[src/rtl/clock_select_ctrl.sv]
// Control-domain sequencer for the glitch-free clock mux select, with optional target liveness
// check before switching (enabled by defining CLKSEL_LIVENESS_EN).
module clock_select_ctrl #(
  parameter int unsigned SETTLE_CYCLES = 16,
  parameter int unsigned WINDOW_CYCLES = 64,
  parameter int unsigned MIN_EDGES     = 4,
  parameter int unsigned CNT_W         = 8
) (
  input  logic clk,
  input  logic rst,
  input  logic req_valid,
  input  logic req_sel,
  output logic req_ready,
  input  logic clk_0_mon,
  input  logic clk_1_mon,
  output logic sel,
  output logic busy,
  output logic done,
  output logic err
);

  typedef enum logic [1:0] {StIdle, StCheck, StSwitch, StSettle} state_e;

  localparam logic [CNT_W-1:0] SettleInit = CNT_W'(SETTLE_CYCLES);
  localparam logic [CNT_W-1:0] CntOne     = CNT_W'(1);

  state_e           state_q, state_d;
  logic             sel_q, sel_d;
  logic             target_q, target_d;
  logic             done_q, done_d;
  logic [CNT_W-1:0] settle_q, settle_d;

`ifdef CLKSEL_LIVENESS_EN
  localparam logic [CNT_W-1:0] WindowLen = CNT_W'(WINDOW_CYCLES);
  localparam logic [CNT_W-1:0] MinEdges  = CNT_W'(MIN_EDGES);

  logic             err_q, err_d;
  logic [CNT_W-1:0] win_q, win_d, win_inc;
  logic [CNT_W-1:0] edge_q, edge_d, edge_inc;
  // Per monitor: [0] first sync flop, [1] second sync flop, [2] delay flop.
  logic [2:0]       mon0_q, mon1_q;
  logic             tgt_rise;

  assign tgt_rise = target_q ? (mon1_q[1] & ~mon1_q[2]) : (mon0_q[1] & ~mon0_q[2]);

  always_ff @(posedge clk) begin
    if (rst) begin
      err_q  <= 1'b0;
      win_q  <= '0;
      edge_q <= '0;
      mon0_q <= '0;
      mon1_q <= '0;
    end else begin
      err_q  <= err_d;
      win_q  <= win_d;
      edge_q <= edge_d;
      mon0_q <= {mon0_q[1:0], clk_0_mon};
      mon1_q <= {mon1_q[1:0], clk_1_mon};
    end
  end
`else
  logic unused_mon;
  assign unused_mon = clk_0_mon ^ clk_1_mon;
`endif

  // State register
  always_ff @(posedge clk) begin
    if (rst) state_q <= StIdle;
    else     state_q <= state_d;
  end

  always_ff @(posedge clk) begin
    if (rst) begin
      sel_q    <= 1'b0;
      target_q <= 1'b0;
      done_q   <= 1'b0;
      settle_q <= '0;
    end else begin
      sel_q    <= sel_d;
      target_q <= target_d;
      done_q   <= done_d;
      settle_q <= settle_d;
    end
  end

  // Next-state and datapath
  always_comb begin
    state_d  = state_q;
    sel_d    = sel_q;
    target_d = target_q;
    done_d   = 1'b0;
    settle_d = settle_q;
`ifdef CLKSEL_LIVENESS_EN
    err_d    = 1'b0;
    win_d    = win_q;
    edge_d   = edge_q;
    win_inc  = win_q + CntOne;
    edge_inc = edge_q + {{(CNT_W-1){1'b0}}, tgt_rise};
`endif
    unique case (state_q)
      StIdle: begin
        if (req_valid) begin
          if (req_sel == sel_q) begin
            done_d = 1'b1;
          end else begin
            target_d = req_sel;
`ifdef CLKSEL_LIVENESS_EN
            state_d  = StCheck;
            win_d    = '0;
            edge_d   = '0;
`else
            state_d  = StSwitch;
`endif
          end
        end
      end
      StCheck: begin
`ifdef CLKSEL_LIVENESS_EN
        win_d  = win_inc;
        edge_d = edge_inc;
        // Enough edges wins over an expiring window in the same cycle.
        if (edge_inc >= MinEdges) begin
          state_d = StSwitch;
        end else if (win_inc >= WindowLen) begin
          state_d = StIdle;
          err_d   = 1'b1;
        end
`else
        state_d = StIdle;
`endif
      end
      StSwitch: begin
        sel_d    = target_q;
        settle_d = SettleInit;
        state_d  = StSettle;
      end
      StSettle: begin
        settle_d = settle_q - CntOne;
        if (settle_d == '0) begin
          state_d = StIdle;
          done_d  = 1'b1;
        end
      end
      default: state_d = StIdle;
    endcase
  end

  // Outputs
  always_comb begin
    req_ready = (state_q == StIdle);
    busy      = (state_q != StIdle);
    sel       = sel_q;
    done      = done_q;
`ifdef CLKSEL_LIVENESS_EN
    err       = err_q;
`else
    err       = 1'b0;
`endif
  end

endmodule

[config.mk]
export PLATFORM = sky130hd
export DESIGN_NAME = clock_select_ctrl
export DESIGN_NICKNAME = d
export VERILOG_FILES = /design/src/rtl/clock_select_ctrl.sv
export SDC_FILE = /design/constraint.sdc
export NUM_CORES = 1
export LEC_CHECK = 0
export CORE_UTILIZATION = 35
export CTS_BUF_LIST = sky130_fd_sc_hd__clkbuf_4
export DETAILED_ROUTE_END_ITERATION = 12
export GPL_TIMING_DRIVEN = 0
export PLACE_DENSITY_LB_ADDON = 0.12
export RECOVER_POWER = 50
export SYNTH_ARGS = -nofsm -noshare
export SYNTH_HDL_FRONTEND = slang
export SYNTH_SLANG_ARGS = --single-unit
[constraint.sdc]
create_clock -name clk -period 2.3 [get_ports clk]
set_input_delay 0.46 -clock clk [delete_from_list [all_inputs] [get_ports clk]]
set_output_delay 0.46 -clock clk [all_outputs]
set_load 0.02 [all_outputs]
==> metrics.txt, run 1 <==
Post-DP Area 0.00101 mm^2; Slowest-stage cell, CP or4bb_2; Worst slew margin 67.0%; clock network power share 16.1%; Worst Slack Setup Final roughly 100 ps; wire length per cell 13.2 um; DR vias 774; Pre-antenna DRT Iters 4; Peak VDD IR 0.000496 V; clk_lat worst skew approximately 280 ps; CTS hold repair buffers 0; PD cells 955 mW/mm^2; Hold WC Path Type flop to flop; R2R Setup Slk 100 ps; Syn. warnings 0; Mean Syn Cell Area roughly 8.2 um^2; # fillers 273; met3 Use GR 2.59%; Reg2Reg Depth 7; htree depth 1; Sequential Power Share 30.7%; final setup vio count 0; Critical Path AT 2380 ps; fraction of registers with async set/reset 0%; gr busiest metal met2; Post-CTS Setup Bufs 0; Worst Setup Start Kind flop; CTS root buf clkbuf_4; RSZ-0062 raised after global routing false; Yosys reg bits 13; Cell Area, Synth roughly 910 um^2; M2 GR Usage roughly 26%; num ports 11; Reg2Reg Capture Point state_q[0]; total detailed-routing wirelength 1980 um; crit path to state_q[0]; CP Data Required Time 2480 ps; crit path cell chain inv_1, ha_4, or4bb_2, a21oi_2, o2111a_1, a211oi_1, a311o_1; crit path from settle_q[1]; area grow syn2layout 14.9%; Clock transition at path regs roughly 90 ps; min Tclk post-route 2200 ps; Crit Path Max Fanout 9; core outline area 0.00248 mm^2; total gr overflow 0; dpl hpwl about 1400 um; CTS tree yes; number of I/O port buffers 6; Initial Utilization 36.9%; number of stages on the worst setup path 7; Via density 5.16; FP Rows 18; first-pass GRT wire length around 3200 um; Iter 0 DRT Violations 9; drc violations 0; CP Buf/Inv Count 1; number of global-route vias before repair 685; Routed Antenna Nets 0; CTS Buf Count 3; clock tree buffer depth 2; share of post-route cells with drive strength above 1 16.7%; Hold Vio Cnt, Final 0; Logic pwr share 53.2%; crit end category flop; synth unique cells 39; slowest stage delay, CP about 550 ps; outcome complete, no violations; Final Skew 8.10 ps; RePlAce Congestion between 0.7 and 0.8; chip width 53.1 um; Post-Synthesis Cells 111; Setup CP Type flop to flop; Period Utilization, post-route 95.6%; Chip Height between 50 and 60 um; pin count of the biggest net entering global routing 11; dpl ws -35.9 ps; GRT met1 Usage roughly a fifth; total global-route track usage between 15 and 20%; Finished Cell Area 0.00105 mm^2; net load switching power 0.403 mW; diode count 0; Maximum Capacitance Violations 0; syn nets about 120; Die Area 0.00282 mm^2; sw frac 40.2%; Sinks on Clock Net 13; layout net count about 130; Most used DFF post-synth dfxtp_1; Top delay family on crit path compound AO/OA/AOI/OAI gates; r2r startpoint settle_q[1]; post-synthesis sequential area ratio 28.5%; most frequent cells in the layout nor2_1, dfxtp_1, inv_1, a21oi_1; antenna violations before repair 0; Max Clock Freq 455 MHz; Cell Int Power 0.600 mW; Slew @ Worst Pin about 490 ps; Slew Limit Fails 0; number of flops mapped to enable cells by yosys 0; leakage power 0.387 nW
[state kept, by name (all words and copies together) (netlist names)]
signal	flops
done	1
state_q	2
sel	1
settle_q	8
target_q	1
[worst min path at each step]
stage | from | to | slack, ps | cells past startpoint
3_5_place_dp | target_q | target_q | 470 | 2
2_1_floorplan | target_q | target_q | 450 | 2
6_report | target_q | target_q | 490 | 2
3_3_place_gp | target_q | target_q | 460 | 2
5_1_grt | target_q | target_q | 530 | 2
4_1_cts | target_q | target_q | 490 | 2
[area by class of cell]
class / count / area, um^2 / area share, %
multi-input combinational: 82 / 582 / 55.4
clock buffer: 4 / 30.0 / 2.86
sequential: 13 / 262 / 24.9
tap: 30 / 37.5 / 3.58
buffer: 8 / 52.6 / 5.01
timing repair buffer: 6 / 60.1 / 5.72
inverter: 7 / 26.3 / 2.50
[through the flow]
step | setup TNS (ps) | cells | power, mW | util, % | hold slack (ps)
2_1_floorplan | 0 | 111 | 0.714 | - | 446
6_report | 0 | 150 | 1.00 | 42.4 | 485
3_5_place_dp | -35.9 | 147 | 0.846 | 40.8 | 469
5_1_grt | 0 | 150 | 1.08 | 42.4 | 525
4_1_cts | 0 | 151 | 1.02 | 42.1 | 487
3_3_place_gp | -3.78 | 147 | 0.839 | 40.8 | 462
[cell usage after synthesis, types with 2 or more instances]
library cell / number / area share [%]
a211oi_1: 3 / 2.5
a21oi_1: 8 / 4.4
a311o_1: 2 / 2.2
a311oi_1: 2 / 1.9
buf_4: 2 / 1.6
clkbuf_1: 3 / 1.2
clkbuf_2: 2 / 1.1
dfxtp_1: 13 / 28
ha_1: 5 / 6.8
inv_1: 7 / 2.9
mux2i_1: 3 / 3.3
nand2_1: 5 / 2.1
nand2b_1: 2 / 1.4
nand3_1: 2 / 1.1
nand3b_1: 4 / 3.3
nor2_1: 12 / 4.9
nor2b_1: 3 / 2.1
nor3_1: 4 / 2.2
o21ai_0: 5 / 2.7
or2_2: 3 / 2.1
or3b_2: 2 / 1.9
xnor2_1: 2 / 1.9
[metal layers]
metal | vias up | share of wire, %
met5 | - | 0
met4 | 0 | 2.2
met2 | 7 | 44
met3 | 4 | 1.8
met1 | 356 | 52
li1 | 407 | -
[what timing repair did]
item | 4_1_cts | 5_1_grt
endpoints found under the setup margin | 2 | 2
gates resized for setup | 1 | 3
pin swaps | 0 | 1
[power by group through the flow]
stage	clock, mW	sequential, mW	combinational (mW)
3_5_place_dp	0	0.310	0.536
3_3_place_gp	0	0.308	0.532
6_report	0.162	0.307	0.534
5_1_grt	0.180	0.315	0.589
4_1_cts	0.171	0.305	0.541
2_1_floorplan	0	0.306	0.408
[worst register-to-register path, cell delays in order (launching register included)]
cell,delay (ps)
dfxtp_1,370
inv_1,140
ha_4,200
or4bb_2,550
a21oi_2,150
o2111a_1,270
a211oi_1,90
a311o_1,320
[cells by family (layout without fill, tap and decap cells)]
logic type | count (synthesis) | count (layout) | share of synthesized area (%)
other | 1 | 1 | 0.411
xor gates and xnor gates | 2 | 2 | 1.92
muxes | 3 | 3 | 3.29
DFF | 13 | 13 | 28.5
adders and majority gates | 5 | 5 | 6.85
and+or+nand+nor | 43 | 43 | 28.4
buffers and inverters | 16 | 25 | 9.59
AOI/OAI and AO/OA | 28 | 28 | 21.1
No activity file was read; power rests on OpenSTA's default activity.
==> inputs of run 2 (changes only) <==
- SKIP_LAST_GASP: unset -> 1
==> results of run 2 <==
Same layout as run 1: the final DEF is identical, and so are final timing and power.
==> inputs of run 3 (changes only) <==
==> constraint.sdc (replaced) <==
create_clock -name clk -period 2.3 [get_ports clk]
set_input_delay 0.23 -clock clk [delete_from_list [all_inputs] [get_ports clk]]
set_output_delay 0.23 -clock clk [all_outputs]
set_load 0.02 [all_outputs]
==> run 3 against run 2 <==
  * First-iteration DRC count grew 11%
  * Maximum frequency is essentially flat
  * Highest routed layer unchanged
  * Largest power group unchanged
  * Clock skew is essentially flat
  * Worst hold slack lost 130 ps
  * Core utilization is the same
  * Total power shrank 0.11%
==> metrics.txt, run 3 (same netlist as run 1, synthesis figures left out) <==
outcome complete, no violations (unchanged); setup TNS 0 ps (unchanged); CP Data Required Time 2480 ps (about the same); chip width 53.1 um (unchanged); number of global-route vias before repair 685 (unchanged); drc violations 0 (unchanged); # fillers 273 (unchanged); antenna violations before repair 0 (unchanged); total detailed-routing wirelength 1970 um (was 1980 um); min Tclk post-route 2200 ps (about the same); DR vias 771 (was 774); Peak VDD IR 0.000496 V (about the same); Period Utilization, post-route 95.6% (about the same); Maximum Capacitance Violations 0 (unchanged); Hold WC Path Type input port to flop (was flop to flop); Slew Limit Fails 0 (unchanged); dpl hpwl 1380 um (unchanged); Max Clock Freq 455 MHz (about the same); Initial Utilization 36.9% (unchanged); number of I/O port buffers 6 (unchanged); Top reg by flops settle_q (unchanged); Worst slew margin 67.0% (unchanged); first-pass GRT wire length 3230 um (unchanged); Die Area 0.00282 mm^2 (unchanged); leakage power 0.391 nW (was 0.387 nW); RSZ-0062 raised after global routing false (unchanged); wire length per cell 13.1 um (was 13.2 um); Hold Vio Cnt, Final 0 (unchanged); Reg2Reg Depth 7 (unchanged); FP Rows 18 (unchanged); number of flip-flops in the largest register 8 (unchanged); final core utilization 42.4% (unchanged); most frequent cells in the layout nor2_1, dfxtp_1, inv_1, a21oi_1 (unchanged); CTS tree yes (unchanged); pin count of the biggest net entering global routing 11 (unchanged); Chip Height 53.1 um (unchanged); Setup CP Type flop to flop (unchanged); clock tree buffer depth 2 (unchanged); CTS hold repair buffers 0 (unchanged); share of post-route cells with drive strength above 1 16.7% (unchanged); Iter 0 DRT Violations 10 (was 9); core outline area 0.00248 mm^2 (unchanged); biggest regs settle_q x8, state_q x2 (unchanged); Slowest-stage cell, CP or4bb_2 (unchanged); dpl ws -35.9 ps (unchanged); Routed Antenna Nets 0 (unchanged); number of stages on the worst setup path 7 (unchanged); num ports 11 (unchanged); Total Power 1.00 mW (about the same); area grow syn2layout 14.9% (unchanged); Top delay family on crit path compound AO/OA/AOI/OAI gates (unchanged); CTS root buf clkbuf_4 (unchanged); Pre-antenna DRT Iters 4 (unchanged); hold depth 3 (was 2); slowest stage delay, CP 550 ps (about the same); htree depth 1 (unchanged); Critical Path AT 2380 ps (about the same); Sinks on Clock Net 13 (unchanged); CTS Buf Count 3 (unchanged); CP Buf/Inv Count 1 (unchanged); Slew @ Worst Pin 490 ps (unchanged); clk_lat worst skew 280 ps (about the same); crit path cell chain inv_1, ha_4, or4bb_2, a21oi_2, o2111a_1, a211oi_1, a311o_1 (unchanged); RePlAce Congestion 0.755 (unchanged); PD cells 954 mW/mm^2 (was 955 mW/mm^2); layout net count 132 (unchanged); final setup vio count 0 (unchanged); Final Skew 8.19 ps (was 8.10 ps); Crit Path Max Fanout 9 (unchanged); diode count 0 (unchanged); Worst Slack Setup Final 101 ps (about the same); Worst Setup Start Kind flop (unchanged); Clock transition at path regs 90 ps (about the same); Hold WS 355 ps (was 485 ps); total gr overflow 0 (unchanged); total global-route track usage 16.4% (unchanged); Via density 5.14 (was 5.16); crit end category flop (unchanged)
run 3: power breakdown:
group          internal [mW]  switching [mW]
Clock                 0.0790          0.0828
Combinational          0.255           0.278
Sequential             0.265          0.0419
run 3: path summary, 6_finish.rpt:
check / start / to / slack, ps
max: settle_q[1] / state_q[0] / 100
min: rst / state_q[1] / 360
max reg2reg: settle_q[1] / state_q[0] / 100
min reg2reg: target_q / target_q / 490
run 3: per-layer routing:
| layer | part of all wire, % | global-route usage, % | up-vias |
|---|---|---|---|
| met2 | 43 | 25.7 | 7 |
| met3 | 1.8 | 2.59 | 4 |
| met1 | 53 | 21.0 | 353 |
| li1 | - | - | 407 |
| met4 | 2.2 | 9.21 | 0 |
| met5 | 0 | 0 | - |
run 3: repair_timing:
item | in CTS | in global routing
pin swaps | 0 | 1
buffers inserted | 0 | 0
endpoints found under the setup margin | 2 | 2
resized for setup | 1 | 3
run 3: tightest hold or removal path, delay by kind of cell:
family / cells / cell delay [ps]
buffers and inverters: 1 / 140
AND/OR/NAND/NOR: 1 / 120
AO/OA/AOI/OAI: 1 / 110
run 3: final cells by class:
class,instances,area (um^2),share of cell area [%]
well taps,30,37.5,3.58
inverters,7,26.3,2.50
multi-input cells,82,582,55.4
repair buffers,6,60.1,5.72
flip-flops and latches,13,262,24.9
clock buffers,4,30.0,2.86
plain buffers,8,52.6,5.01
run 3: metrics by stage:
stage                     instances  cell area (um^2)
after floorplan                 111               913
after global placement          147              1010
after detailed placement        147              1010
after CTS                       151              1040
after global routing            150              1050
final                           150              1050
